===== src/rtl/planificador_de_pisos_pkg.sv =====
// Shared definitions for the 4-floor elevator motion scheduler:
// FSM state codes, request button bit positions and estado field positions.
package planificador_de_pisos_pkg;

  // FSM state encodings
  localparam logic [2:0] REPOSO         = 3'd0;
  localparam logic [2:0] MOVIENDO       = 3'd1;
  localparam logic [2:0] PUERTAS_ABRIR  = 3'd2;
  localparam logic [2:0] PUERTAS_INICIO = 3'd3;
  localparam logic [2:0] PUERTAS_FIN    = 3'd4;

  // Bit positions inside the latched request vector
  localparam int BOT_P1_SUBE = 0;
  localparam int BOT_P2_BAJA = 1;
  localparam int BOT_P2_SUBE = 2;
  localparam int BOT_P3_BAJA = 3;
  localparam int BOT_P3_SUBE = 4;
  localparam int BOT_P4_BAJA = 5;
  localparam int BOT_CAB_P1  = 6;
  localparam int BOT_CAB_P2  = 7;
  localparam int BOT_CAB_P3  = 8;
  localparam int BOT_CAB_P4  = 9;

  // Field positions inside the estado word; the floor index is stored
  // bit-swapped (estado[0] carries the floor MSB)
  localparam int EST_PISO_MSB = 0;
  localparam int EST_PISO_LSB = 1;
  localparam int EST_DIR      = 2;
  localparam int EST_MOV      = 3;

  typedef logic [1:0] piso_t;

  // Packs moving flag, direction and floor index into the estado layout
  function automatic logic [3:0] armar_estado(input logic mov, input logic dir, input piso_t f);
    logic [3:0] e;
    e               = '0;
    e[EST_MOV]      = mov;
    e[EST_DIR]      = dir;
    e[EST_PISO_MSB] = f[1];
    e[EST_PISO_LSB] = f[0];
    return e;
  endfunction

endpackage


===== src/rtl/planificador_de_pisos_detector_de_solicitudes.sv =====
// Combinational request decoder: given the latched buttons, a floor and a
// direction, reports whether there is a stop here, whether the opposite hall
// call is pending here, whether anything is pending above/below, and which
// request bits get cleared when this floor is served in this direction.
module detector_de_solicitudes
  import planificador_de_pisos_pkg::*;
(
  input  logic [9:0] solicitudes,
  input  piso_t      f,
  input  logic       dir,
  output logic       aqui,
  output logic       aqui_opuesto,
  output logic       arriba,
  output logic       abajo,
  output logic [9:0] mascara_limpiar
);

  logic [3:0] sube;
  logic [3:0] baja;
  logic [3:0] cabina;
  logic [3:0] pedido;
  logic [3:0] sobre;
  logic [3:0] bajo;

  // Regroup buttons per floor (missing P1-down / P4-up calls read as 0) and test relative to f
  always_comb begin
    sube   = {1'b0, solicitudes[BOT_P3_SUBE], solicitudes[BOT_P2_SUBE], solicitudes[BOT_P1_SUBE]};
    baja   = {solicitudes[BOT_P4_BAJA], solicitudes[BOT_P3_BAJA], solicitudes[BOT_P2_BAJA], 1'b0};
    cabina = {solicitudes[BOT_CAB_P4], solicitudes[BOT_CAB_P3],
              solicitudes[BOT_CAB_P2], solicitudes[BOT_CAB_P1]};
    pedido = sube | baja | cabina;
    sobre  = 4'b1110 << f;
    bajo   = 4'b0111 >> (~f);
    arriba = |(pedido & sobre);
    abajo  = |(pedido & bajo);
    aqui         = cabina[f] | (dir ? sube[f] : baja[f]);
    aqui_opuesto = dir ? baja[f] : sube[f];
  end

  // Serving floor f in direction dir clears its cabin button and its hall call in that direction
  always_comb begin
    mascara_limpiar = '0;
    case (f)
      2'd0: begin
        mascara_limpiar[BOT_CAB_P1] = 1'b1;
        if (dir) mascara_limpiar[BOT_P1_SUBE] = 1'b1;
      end
      2'd1: begin
        mascara_limpiar[BOT_CAB_P2] = 1'b1;
        if (dir) mascara_limpiar[BOT_P2_SUBE] = 1'b1;
        else     mascara_limpiar[BOT_P2_BAJA] = 1'b1;
      end
      2'd2: begin
        mascara_limpiar[BOT_CAB_P3] = 1'b1;
        if (dir) mascara_limpiar[BOT_P3_SUBE] = 1'b1;
        else     mascara_limpiar[BOT_P3_BAJA] = 1'b1;
      end
      default: begin
        mascara_limpiar[BOT_CAB_P4] = 1'b1;
        if (!dir) mascara_limpiar[BOT_P4_BAJA] = 1'b1;
      end
    endcase
  end

endmodule


===== src/rtl/planificador_de_pisos.sv =====
// Motion scheduler for the 4-floor elevator. SCAN policy: keep the current
// direction while requests remain ahead, pace each floor with a travel
// counter, hand each stop to the door controller and clear served requests.
module planificador_de_pisos
  import planificador_de_pisos_pkg::*;
#(
  parameter int T_VIAJE  = 100,
  parameter int T_ESPERA = 16
) (
  input  logic       clk,
  input  logic       reset,
  input  logic [9:0] solicitudes,
  input  logic       puertas_trabajando,
  output logic [3:0] estado,
  output logic       orden_abrir,
  output logic [9:0] limpiar
);

  localparam logic [15:0] RECARGA_VIAJE = 16'(T_VIAJE - 1);
  localparam logic [15:0] FIN_ESPERA    = 16'(T_ESPERA - 1);

  logic [2:0]  estado_fsm;
  logic [2:0]  estado_sig;
  piso_t       piso;
  piso_t       piso_sig;
  piso_t       piso_eval;
  logic        dir;
  logic        dir_sig;
  logic [15:0] contador;
  logic [15:0] contador_sig;

  logic        llega;
  logic        en_extremo;
  logic        extremo_eval;
  logic        delante;
  logic        detras;

  logic        aqui;
  logic        aqui_opuesto;
  logic        arriba;
  logic        abajo;
  logic [9:0]  mascara;

  // On the counter-expiry cycle the stop test looks at the floor being arrived at
  always_comb begin
    llega      = (estado_fsm == MOVIENDO) && (contador == 16'd0);
    en_extremo = dir ? (piso == 2'd3) : (piso == 2'd0);
    piso_eval  = piso;
    if (llega && !en_extremo) begin
      piso_eval = dir ? (piso + 2'd1) : (piso - 2'd1);
    end
  end

  detector_de_solicitudes u_detector (
    .solicitudes     (solicitudes),
    .f               (piso_eval),
    .dir             (dir),
    .aqui            (aqui),
    .aqui_opuesto    (aqui_opuesto),
    .arriba          (arriba),
    .abajo           (abajo),
    .mascara_limpiar (mascara)
  );

  // Direction-relative view of the detector outputs
  always_comb begin
    extremo_eval = dir ? (piso_eval == 2'd3) : (piso_eval == 2'd0);
    delante      = dir ? arriba : abajo;
    detras       = dir ? abajo  : arriba;
  end

  // Next-state logic for the FSM, floor, direction and shared travel/wait counter
  always_comb begin
    estado_sig   = estado_fsm;
    piso_sig     = piso;
    dir_sig      = dir;
    contador_sig = contador;
    case (estado_fsm)
      REPOSO: begin
        if (aqui) begin
          estado_sig = PUERTAS_ABRIR;
        end else if (delante) begin
          estado_sig   = MOVIENDO;
          contador_sig = RECARGA_VIAJE;
        end else if (detras) begin
          dir_sig      = ~dir;
          estado_sig   = MOVIENDO;
          contador_sig = RECARGA_VIAJE;
        end else if (aqui_opuesto) begin
          dir_sig    = ~dir;
          estado_sig = PUERTAS_ABRIR;
        end
      end
      MOVIENDO: begin
        if (!llega) begin
          contador_sig = contador - 16'd1;
        end else begin
          piso_sig = piso_eval;
          if (aqui) begin
            estado_sig = PUERTAS_ABRIR;
          end else if (!delante && aqui_opuesto) begin
            dir_sig    = ~dir;
            estado_sig = PUERTAS_ABRIR;
          end else if (extremo_eval) begin
            estado_sig = REPOSO;
          end else begin
            contador_sig = RECARGA_VIAJE;
          end
        end
      end
      PUERTAS_ABRIR: begin
        estado_sig   = PUERTAS_INICIO;
        contador_sig = 16'd0;
      end
      PUERTAS_INICIO: begin
        if (puertas_trabajando) begin
          estado_sig = PUERTAS_FIN;
        end else if (contador == FIN_ESPERA) begin
          estado_sig = REPOSO;
        end else begin
          contador_sig = contador + 16'd1;
        end
      end
      PUERTAS_FIN: begin
        if (!puertas_trabajando) estado_sig = REPOSO;
      end
      default: begin
        estado_sig = REPOSO;
      end
    endcase
  end

  // State registers plus registered outputs. The clear mask is only driven once
  // the door controller has acknowledged (PUERTAS_FIN), so a stop that times
  // out in PUERTAS_INICIO leaves its request pending for a retry.
  always_ff @(posedge clk) begin
    if (reset) begin
      estado_fsm  <= REPOSO;
      piso        <= 2'd0;
      dir         <= 1'b1;
      contador    <= 16'd0;
      estado      <= 4'b0100;
      orden_abrir <= 1'b0;
      limpiar     <= '0;
    end else begin
      estado_fsm  <= estado_sig;
      piso        <= piso_sig;
      dir         <= dir_sig;
      contador    <= contador_sig;
      estado      <= armar_estado(estado_sig == MOVIENDO, dir_sig, piso_sig);
      orden_abrir <= (estado_sig == PUERTAS_ABRIR);
      limpiar     <= (estado_sig == PUERTAS_FIN) ? mascara : 10'd0;
    end
  end

endmodule


===== config.mk =====
export PLATFORM = sky130hd
export DESIGN_NAME = planificador_de_pisos
export DESIGN_NICKNAME = d
export VERILOG_FILES = /design/src/rtl/planificador_de_pisos_pkg.sv /design/src/rtl/planificador_de_pisos_detector_de_solicitudes.sv /design/src/rtl/planificador_de_pisos.sv
export SDC_FILE = /design/constraint.sdc
export NUM_CORES = 1
export LEC_CHECK = 0
export BUFFER_PORTS_ARGS = -buffer_cell sky130_fd_sc_hd__buf_2
export CORE_MARGIN = 4
export CORE_UTILIZATION = 60
export CTS_CLUSTER_SIZE = 14
export DETAILED_ROUTE_END_ITERATION = 6
export PLACE_DENSITY = 0.79
export SYNTH_ARGS = -nofsm -noshare
export SYNTH_HDL_FRONTEND = slang
export SYNTH_SLANG_ARGS = --single-unit

===== constraint.sdc =====
create_clock -name clk -period 4.7 [get_ports clk]
set_clock_uncertainty 0.05 [all_clocks]
set_input_delay 0 -clock clk [delete_from_list [all_inputs] [get_ports clk]]
set_output_delay 0 -clock clk [all_outputs]
set_load 0.005 [all_outputs]

==> qor.yml, run 1 <==
outcome: "finished clean"
finalWorstPathRequiredPeriod_ns: 3.961
place.port_buffers: 27
detail_route.vias_per_cell: 7.242
synth_top_cells_by_count: "34 x dfxtp_1, 34 x nand2_1, 25 x nor3_1, 24 x a21oi_1, 21 x nor2_1"
final.period_utilization_pct: 84.28
top_level_ports: 28
route.detailed.wl_per_inst_um: 19.74
ys_ff_latch: 34
drc_errors: 0
rr_worst_depth: 8
max-cap-violations: 0
crit_path_end_kind: "register"
edff_count_synth: 0
syn-num-nets: 378
mappedNetlistArea_um2: 2835
cts_root_buf: "clkbuf_8"
numCtsBuffers: 5
clock_latency_ns: 0.30
tritoncts_clock_tree: "built"
layout.cell_area.non_filler_um2: 3063
grt_overflow_total: 0
synth_top_family_by_area: "compound AO/OA/AOI/OAI gates"
drt-total-wl_mm: 8.410
antenna_found_initial: 0
layout.filler_cells: 390
place_congestion: 0.9320
peakVddDrop_v: 0.0003221
timing.hold.worst_path_depth: 3
ys_seq_area_share_pct: 24.01
synth-adder-area-share_pct: 1.324
postCtsSetupBuffers: 0
post-dp-hpwl_mm: 5.823
die_h_um: 76.74
first_pass_iters: 5
max_slew.worst_pin.slew_ns: 1.006
critical_path_peak_fanout: 13
hold_violations: 0
synth.yosys.warnings: 0
first_iter_violations: 234
die_area_um2: 5889
max-slew-margin-rel_pct: 32.71
placedInstanceArea_um2: 2915
syn-instance-count: 362
first_global_vias: 2792
timing.hold.worst.class: "input port to register"
cts.sink_count: 34
clock_path_buffers: 2
setup_total_negative_slack_ns: 0
synth_top_area_share_pct: 24.01
pwr_density_cell_nw_per_um2: 629.6
synthXorXnorAreaFrac_pct: 0.9267
core_region_area_um2: 4474
ant_nets: 0
cp_data_arrival_time_ns: 4.08
hold_bufs_inserted_after_cts: 1
ctsHtreeMaxLevel: 2
floorplan.initialDensity_pct: 63.37
grt_pass1_wl_mm: 13.79
ys_dominant_reg_cell: "dfxtp_1"
synthToLayoutAreaGrowth_pct: 8.032
maximum_number_of_pins_on_one_net_before_global_route_repair: 22
synthArstFlopShare_pct: 0
report.final.slew_viol_count: 0
setup.worst_path.start_class: "register"
path_class: "register to register"
track_usage_pct: 28.29
synthSimpleGateAreaFrac_pct: 30.76
insertedDiodeCount: 0
worst_setup_hold_path_clk_slew_ns: 0.09
yosys-mux-area-fraction_pct: 3.972
cts.repair.resized: 0
maxClockFrequency_mhz: 252.5
die_width_um: 76.74
setup_violations: 0
pleak_nw: 1.140
synth-compound-area-share_pct: 32.39
synth.distinct_cells: 73
synth_area_leaders: "dfxtp_1 24%, nand2_1 4.5%, nor3_1 4.4%, a21oi_1 4.2%, mux2i_1 3.2%"
syn-mean-instance-area_um2: 7.832
post_route_cells_drive_above_1_share_pct: 18.45
data_required_time_of_the_critical_path_ns: 4.82
num_vias: 3085
setup_repair_after_global_routing_missed_its_margin: "false"
synth_largest_area_cell: "dfxtp_1"
num_rows: 24
finalNetCount: 389
-- worst max-delay path: stages, from the launching register on --
cell	delay (ns)
dfxtp_1	0.42
or4_1	0.69
or4_4	0.54
nor2_2	0.16
mux2_2	0.39
o32ai_1	0.62
a31oi_2	0.36
o41ai_1	0.46
a21oi_1	0.14
-- metrics by stage --
| stage | util (%) | hold slack [ns] | instances | setup slack [ns] | power, mW |
|---|---|---|---|---|---|
| floorplan | - | 0.1869 | 362 | 1.187 | 1.319 |
| global placement | 65.16 | 0.2993 | 417 | 0.9660 | 1.534 |
| detailed placement | 65.16 | 0.3046 | 417 | 0.8262 | 1.551 |
| CTS | 68.46 | 0.1724 | 426 | 0.7471 | 1.896 |
| global route | 68.46 | 0.2335 | 426 | 0.4709 | 2.053 |
| finish | 68.46 | 0.1809 | 426 | 0.7391 | 1.929 |
-- cell usage in the layout (no fill, tap or decap), drive strengths merged, types with 4 or more instances in the layout --
| cell | count |
|---|---|
| nand2 | 34 |
| dfxtp | 34 |
| buf | 31 |
| nor3 | 26 |
| a21oi | 24 |
| nor2 | 22 |
| nor4 | 15 |
| nand3 | 13 |
| o21ai | 13 |
| and3 | 11 |
| inv | 9 |
| mux2i | 9 |
| a31oi | 9 |
| o221ai | 7 |
| or3 | 7 |
| o22ai | 6 |
| nor2b | 5 |
| nand4 | 5 |
| and2 | 5 |
| o211ai | 5 |
| a311oi | 5 |
| clkbuf | 5 |
| a31o | 5 |
| a2111oi | 4 |
-- per-layer routing --
metal  vias up  share of wire, %  routed length, µm  global-route usage (%)
met4         0               4.1                347                   14.67
met3        45               7.6                639                   5.738
met5         -                 0                  0                       0
met2       173                47               3927                   45.99
met1      1433                42               3495                   35.18
li1       1434                 -                  -                       -
-- state kept, by name, indices dropped and copies added, names as in the netlist --
| register | cells |
|---|---|
| estado | 4 |
| orden_abrir | 1 |
| contador | 16 |
| estado_fsm | 3 |
| limpiar | 10 |
-- final timing paths --
check | from | slack (ns) | end
worst max-delay path | contador[9] | 0.74 | contador[11]
worst min-delay path | puertas_trabajando | 0.18 | limpiar[6]
worst min register to register | contador[15] | 0.48 | contador[15]
worst max register to register | contador[9] | 0.74 | contador[11]
-- report_power, final --
part | internal [mW] | total (mW) | switching, mW
clock network | 0.213 | 0.341 | 0.128
logic | 0.421 | 1.13 | 0.709
registers | 0.345 | 0.457 | 0.112
-- cell families after synthesis --
kind of cell	after synthesis
buffers and inverters	38
muxes	11
adders and majority gates	3
DFF	34
xor gates and xnor gates	3
and+or+nand+nor	158
AOI/OAI and AO/OA	115
-- cell type report --
class	instances	area [µm²]	share of cell area, %
multi-input cells	290	1967	64.22
flip-flops and latches	34	680.7	22.22
repair buffers	32	175.2	5.719
clock buffers	5	68.82	2.247
clock inverters	3	68.82	2.247
well taps	52	65.06	2.124
inverters	10	37.54	1.225
(Power assumes the default switching activity.)
==> inputs of run 2 (changes only) <==
- ABC_AREA: not set -> 1
- CORE_UTILIZATION: 60 -> 53
- PLACE_DENSITY: 0.79 -> 0.74
- clock period: 4.7 -> 3.6 ns (I/O delays scaled with it)
==> qor.yml, run 2 <==
synthArstFlopShare_pct: 0  # unchanged
reg2reg_to: "contador[11]"  # unchanged
rr_worst_depth: 17  # was 8
grt_pass1_wl_mm: 10.80  # was 13.79 mm
synth_area_leaders: "dfxtp_1 27%, nand2_1 15%, nor2_1 8.0%, inv_1 5.9%, nand3_1 4.3%"  # was dfxtp_1 24%, nand2_1 4.5%, nor3_1 4.4%, a21oi_1 4.2%, mux2i_1 3.2%
clockPowerShare_pct: 16.7  # was 17.7%
setup_repair_after_global_routing_missed_its_margin: "false"  # unchanged
hold_bufs_inserted_after_cts: 0  # was 1
max_reg_flops: 16  # unchanged
grt_overflow_total: 0  # unchanged
p_sw_mw: 1.276  # was 0.9490 mW
die_area_um2: 5961  # was 5889 µm²
hold_violations: 0  # unchanged
mappedNetlistArea_um2: 2539  # was 2835 µm²
max-slew-margin-rel_pct: 61.65  # was 32.71%
clock_path_buffers: 2  # unchanged
timing.hold.worst_path_depth: 2  # was 3
cts.repair.resized: 0  # unchanged
path_class: "register to register"  # unchanged
reg.largest.list: "contador x16, limpiar x10, estado x4"  # unchanged
timing.hold.worst.class: "input port to register"  # unchanged
ys_ff_latch: 34  # unchanged
finalNetCount: 433  # was 389
ys_dominant_reg_cell: "dfxtp_1"  # unchanged
power.combinational.fraction_pct: 56.8  # was 58.6%
maxClockFrequency_mhz: 340.3  # was 252.5 MHz
cts_root_buf: "clkbuf_8"  # unchanged
p_int_mw: 1.279  # was 0.9796 mW
floorplan.initialDensity_pct: 56.36  # was 63.37%
post-dp-hpwl_mm: 4.723  # was 5.823 mm
final_setup_slack_of_the_worst_path_ns: 0.6613  # was 0.7391 ns
antenna_found_initial: 0  # unchanged
critical_path_peak_fanout: 21  # was 13
outcome: "finished clean"  # unchanged
die_width_um: 77.21  # was 76.74 µm
ant_nets: 0  # unchanged
maximum_number_of_pins_on_one_net_before_global_route_repair: 22  # unchanged
place_congestion: 0.9443  # was 0.9320
numCtsBuffers: 5  # unchanged
tritoncts_clock_tree: "built"  # unchanged
data_required_time_of_the_critical_path_ns: 3.73  # was 4.82 ns
setup_violations: 0  # unchanged
top_level_ports: 28  # unchanged
synth_top_area_share_pct: 26.81  # was 24.01%
place.port_buffers: 27  # unchanged
syn-mean-instance-area_um2: 6.427  # was 7.832 µm²
route.detailed.wl_per_inst_um: 13.17  # was 19.74 µm
peakVddDrop_v: 0.0003795  # was 0.0003221 V
syn-instance-count: 395  # was 362
drc_errors: 0  # unchanged
power_switching_share_pct: 49.94  # was 49.21%
track_usage_pct: 21.80  # was 28.29%
max-cap-violations: 0  # unchanged
finalWorstPathRequiredPeriod_ns: 2.939  # was 3.961 ns
num_vias: 2555  # was 3085
worstReg2RegStart: "estado[2]"  # was contador[9]
detail_route.vias_per_cell: 5.436  # was 7.242
postCtsSetupBuffers: 0  # unchanged
synth.distinct_cells: 40  # was 73
worst_hold_path.endpoint: "contador[10]"  # was limpiar[6]
core_region_area_um2: 4504  # was 4474 µm²
mostFrequentLayoutCell: "nand2_1"
fin_util_pct: 61.72  # was 68.46%
report.final.slew_viol_count: 0  # unchanged
pwr_density_cell_nw_per_um2: 919.2  # was 629.6 nW/µm²
power_frac_seq_pct: 26.5  # was 23.7%
pleak_nw: 1.353  # was 1.140 nW
ctsHtreeMaxLevel: 2  # unchanged
ys_seq_area_share_pct: 26.81  # was 24.01%
cts.sink_count: 34  # unchanged
edff_count_synth: 0  # unchanged
most-common-layout-cells: "100 x nand2_1, 54 x nor2_1, 40 x inv_1, 34 x dfxtp_1, 27 x buf_2"  # was 34 x nand2_1, 34 x dfxtp_1, 27 x buf_2, 25 x nor3_1, 24 x a21oi_1
crit_path_end_kind: "register"  # unchanged
post_route_cells_drive_above_1_share_pct: 16.99  # was 18.45%
dp.cells: 462  # was 417
syn-num-nets: 411  # was 378
final.period_utilization_pct: 81.63  # was 84.28%
cp_data_arrival_time_ns: 3.07  # was 4.08 ns
synth_largest_area_cell: "dfxtp_1"  # unchanged
max_slew.worst_pin.slew_ns: 0.5731  # was 1.006 ns
num_rows: 24  # unchanged
synth.yosys.warnings: 0  # unchanged
drt-total-wl_mm: 6.191  # was 8.410 mm
insertedDiodeCount: 0  # unchanged
synth_most_common_cell: "nand2_1"
first_iter_violations: 207  # was 234
hp-start: "reset"  # was puertas_trabajando
worst_setup_hold_path_clk_slew_ns: 0.08  # was 0.09 ns
layout.filler_cells: 432  # was 390
setup.worst_path.start_class: "register"  # unchanged
first_pass_iters: 4  # was 5
placement.setup.worst_slack_ns: 0.6698  # was 0.8262 ns
first_global_vias: 2369  # was 2792
synth_top_cells_by_count: "100 x nand2_1, 54 x nor2_1, 40 x inv_1, 34 x dfxtp_1, 22 x nand3_1"  # was 34 x dfxtp_1, 34 x nand2_1, 25 x nor3_1, 24 x a21oi_1, 21 x nor2_1
post_layout_nonfiller_instances: 470  # was 426
ff2ff_setup_slack_ns: 0.66  # was 0.74 ns
registers.top_by_ff_count: "contador"  # unchanged
setup_total_negative_slack_ns: 0  # unchanged
synthToLayoutAreaGrowth_pct: 9.512  # was 8.032%
clock_latency_ns: 0.29  # was 0.30 ns
die_h_um: 77.21  # was 76.74 µm
## run 2: cell types whose count changed after synthesis, sizes merged, moves of 12 or more
cell	delta
clkbuf	-15
inv	+34
o21ai	+18
nor3	-12
nor2	+41
nor4	-13
nand3	+14
nand2	+81
## run 2: layout make-up
cell class	instances	area (µm²)	area share (%)
multi-input combinational	304	1585	57.02
sequential	34	680.7	24.48
clock inverter	3	68.82	2.475
timing repair buffer	27	135.1	4.860
clock buffer	5	68.82	2.475
inverter	45	176.4	6.346
tap	52	65.06	2.340
## run 2: power by group through the flow
stage | registers, mW | clock network (mW) | logic [mW]
after global placement | 0.679 | 0 | 1.42
after CTS | 0.673 | 0.436 | 1.44
after floorplan | 0.606 | 0 | 1.28
final | 0.676 | 0.428 | 1.45
after detailed placement | 0.682 | 0 | 1.43
after global routing | 0.700 | 0.454 | 1.63
## run 2: critical path: stages (launching register included)
cell and delay, ns:
dfxtp_1 0.57, inv_1 0.29, nand2_1 0.14, nand2_1 0.06, nand2_1 0.05, nand4_1 0.14, nand3_1 0.12, nand2_1 0.06
nand2_1 0.06, nand2_1 0.07, nand2_1 0.11, nand3_4 0.13, nand2_2 0.11, nand3_4 0.23, nor2_4 0.40, nand2_1 0.10
nand2_1 0.09, nor2_1 0.04
## run 2: kinds of logic (layout without fill, tap and decap cells)
group	Yosys count	in the layout	share of synthesized area (%)
AO/OA/AOI/OAI	59	59	13.21
XOR/XNOR	12	12	4.140
adder cells (fa/ha/maj)	3	3	1.479
buffers and inverters	57	80	10.74
flip-flops	34	34	26.81
AND/OR/NAND/NOR	230	230	43.62
## run 2: through the flow
stage | instance area [µm²] | total power, mW | hold WS, ns
after CTS | 2780 | 2.549 | 0.02174
final | 2780 | 2.556 | 0.02921
after global routing | 2780 | 2.788 | 0.03380
after detailed placement | 2643 | 2.110 | 0.3268
after global placement | 2643 | 2.097 | 0.3279
after floorplan | 2539 | 1.889 | 0.02153
## run 2: worst max-delay path by stage
stage	startpoint	end	slack [ns]	depth (start not counted)
floorplan	contador[0]	contador[9]	1.35	20
global placement	estado[2]	contador[12]	0.73	17
detailed placement	estado[2]	contador[3]	0.67	17
CTS	estado[2]	contador[7]	0.64	17
global route	estado[2]	contador[15]	0.33	17
finish	estado[2]	contador[11]	0.66	17
## run 2: routing by layer
| layer | part of all wire, % | vias up | GRT usage (%) |
|---|---|---|---|
| li1 | - | 1324 | - |
| met1 | 44 | 1127 | 26.52 |
| met2 | 48 | 90 | 38.77 |
| met3 | 5.7 | 14 | 3.513 |
| met4 | 2.1 | 0 | 7.117 |
| met5 | 0 | - | 0 |
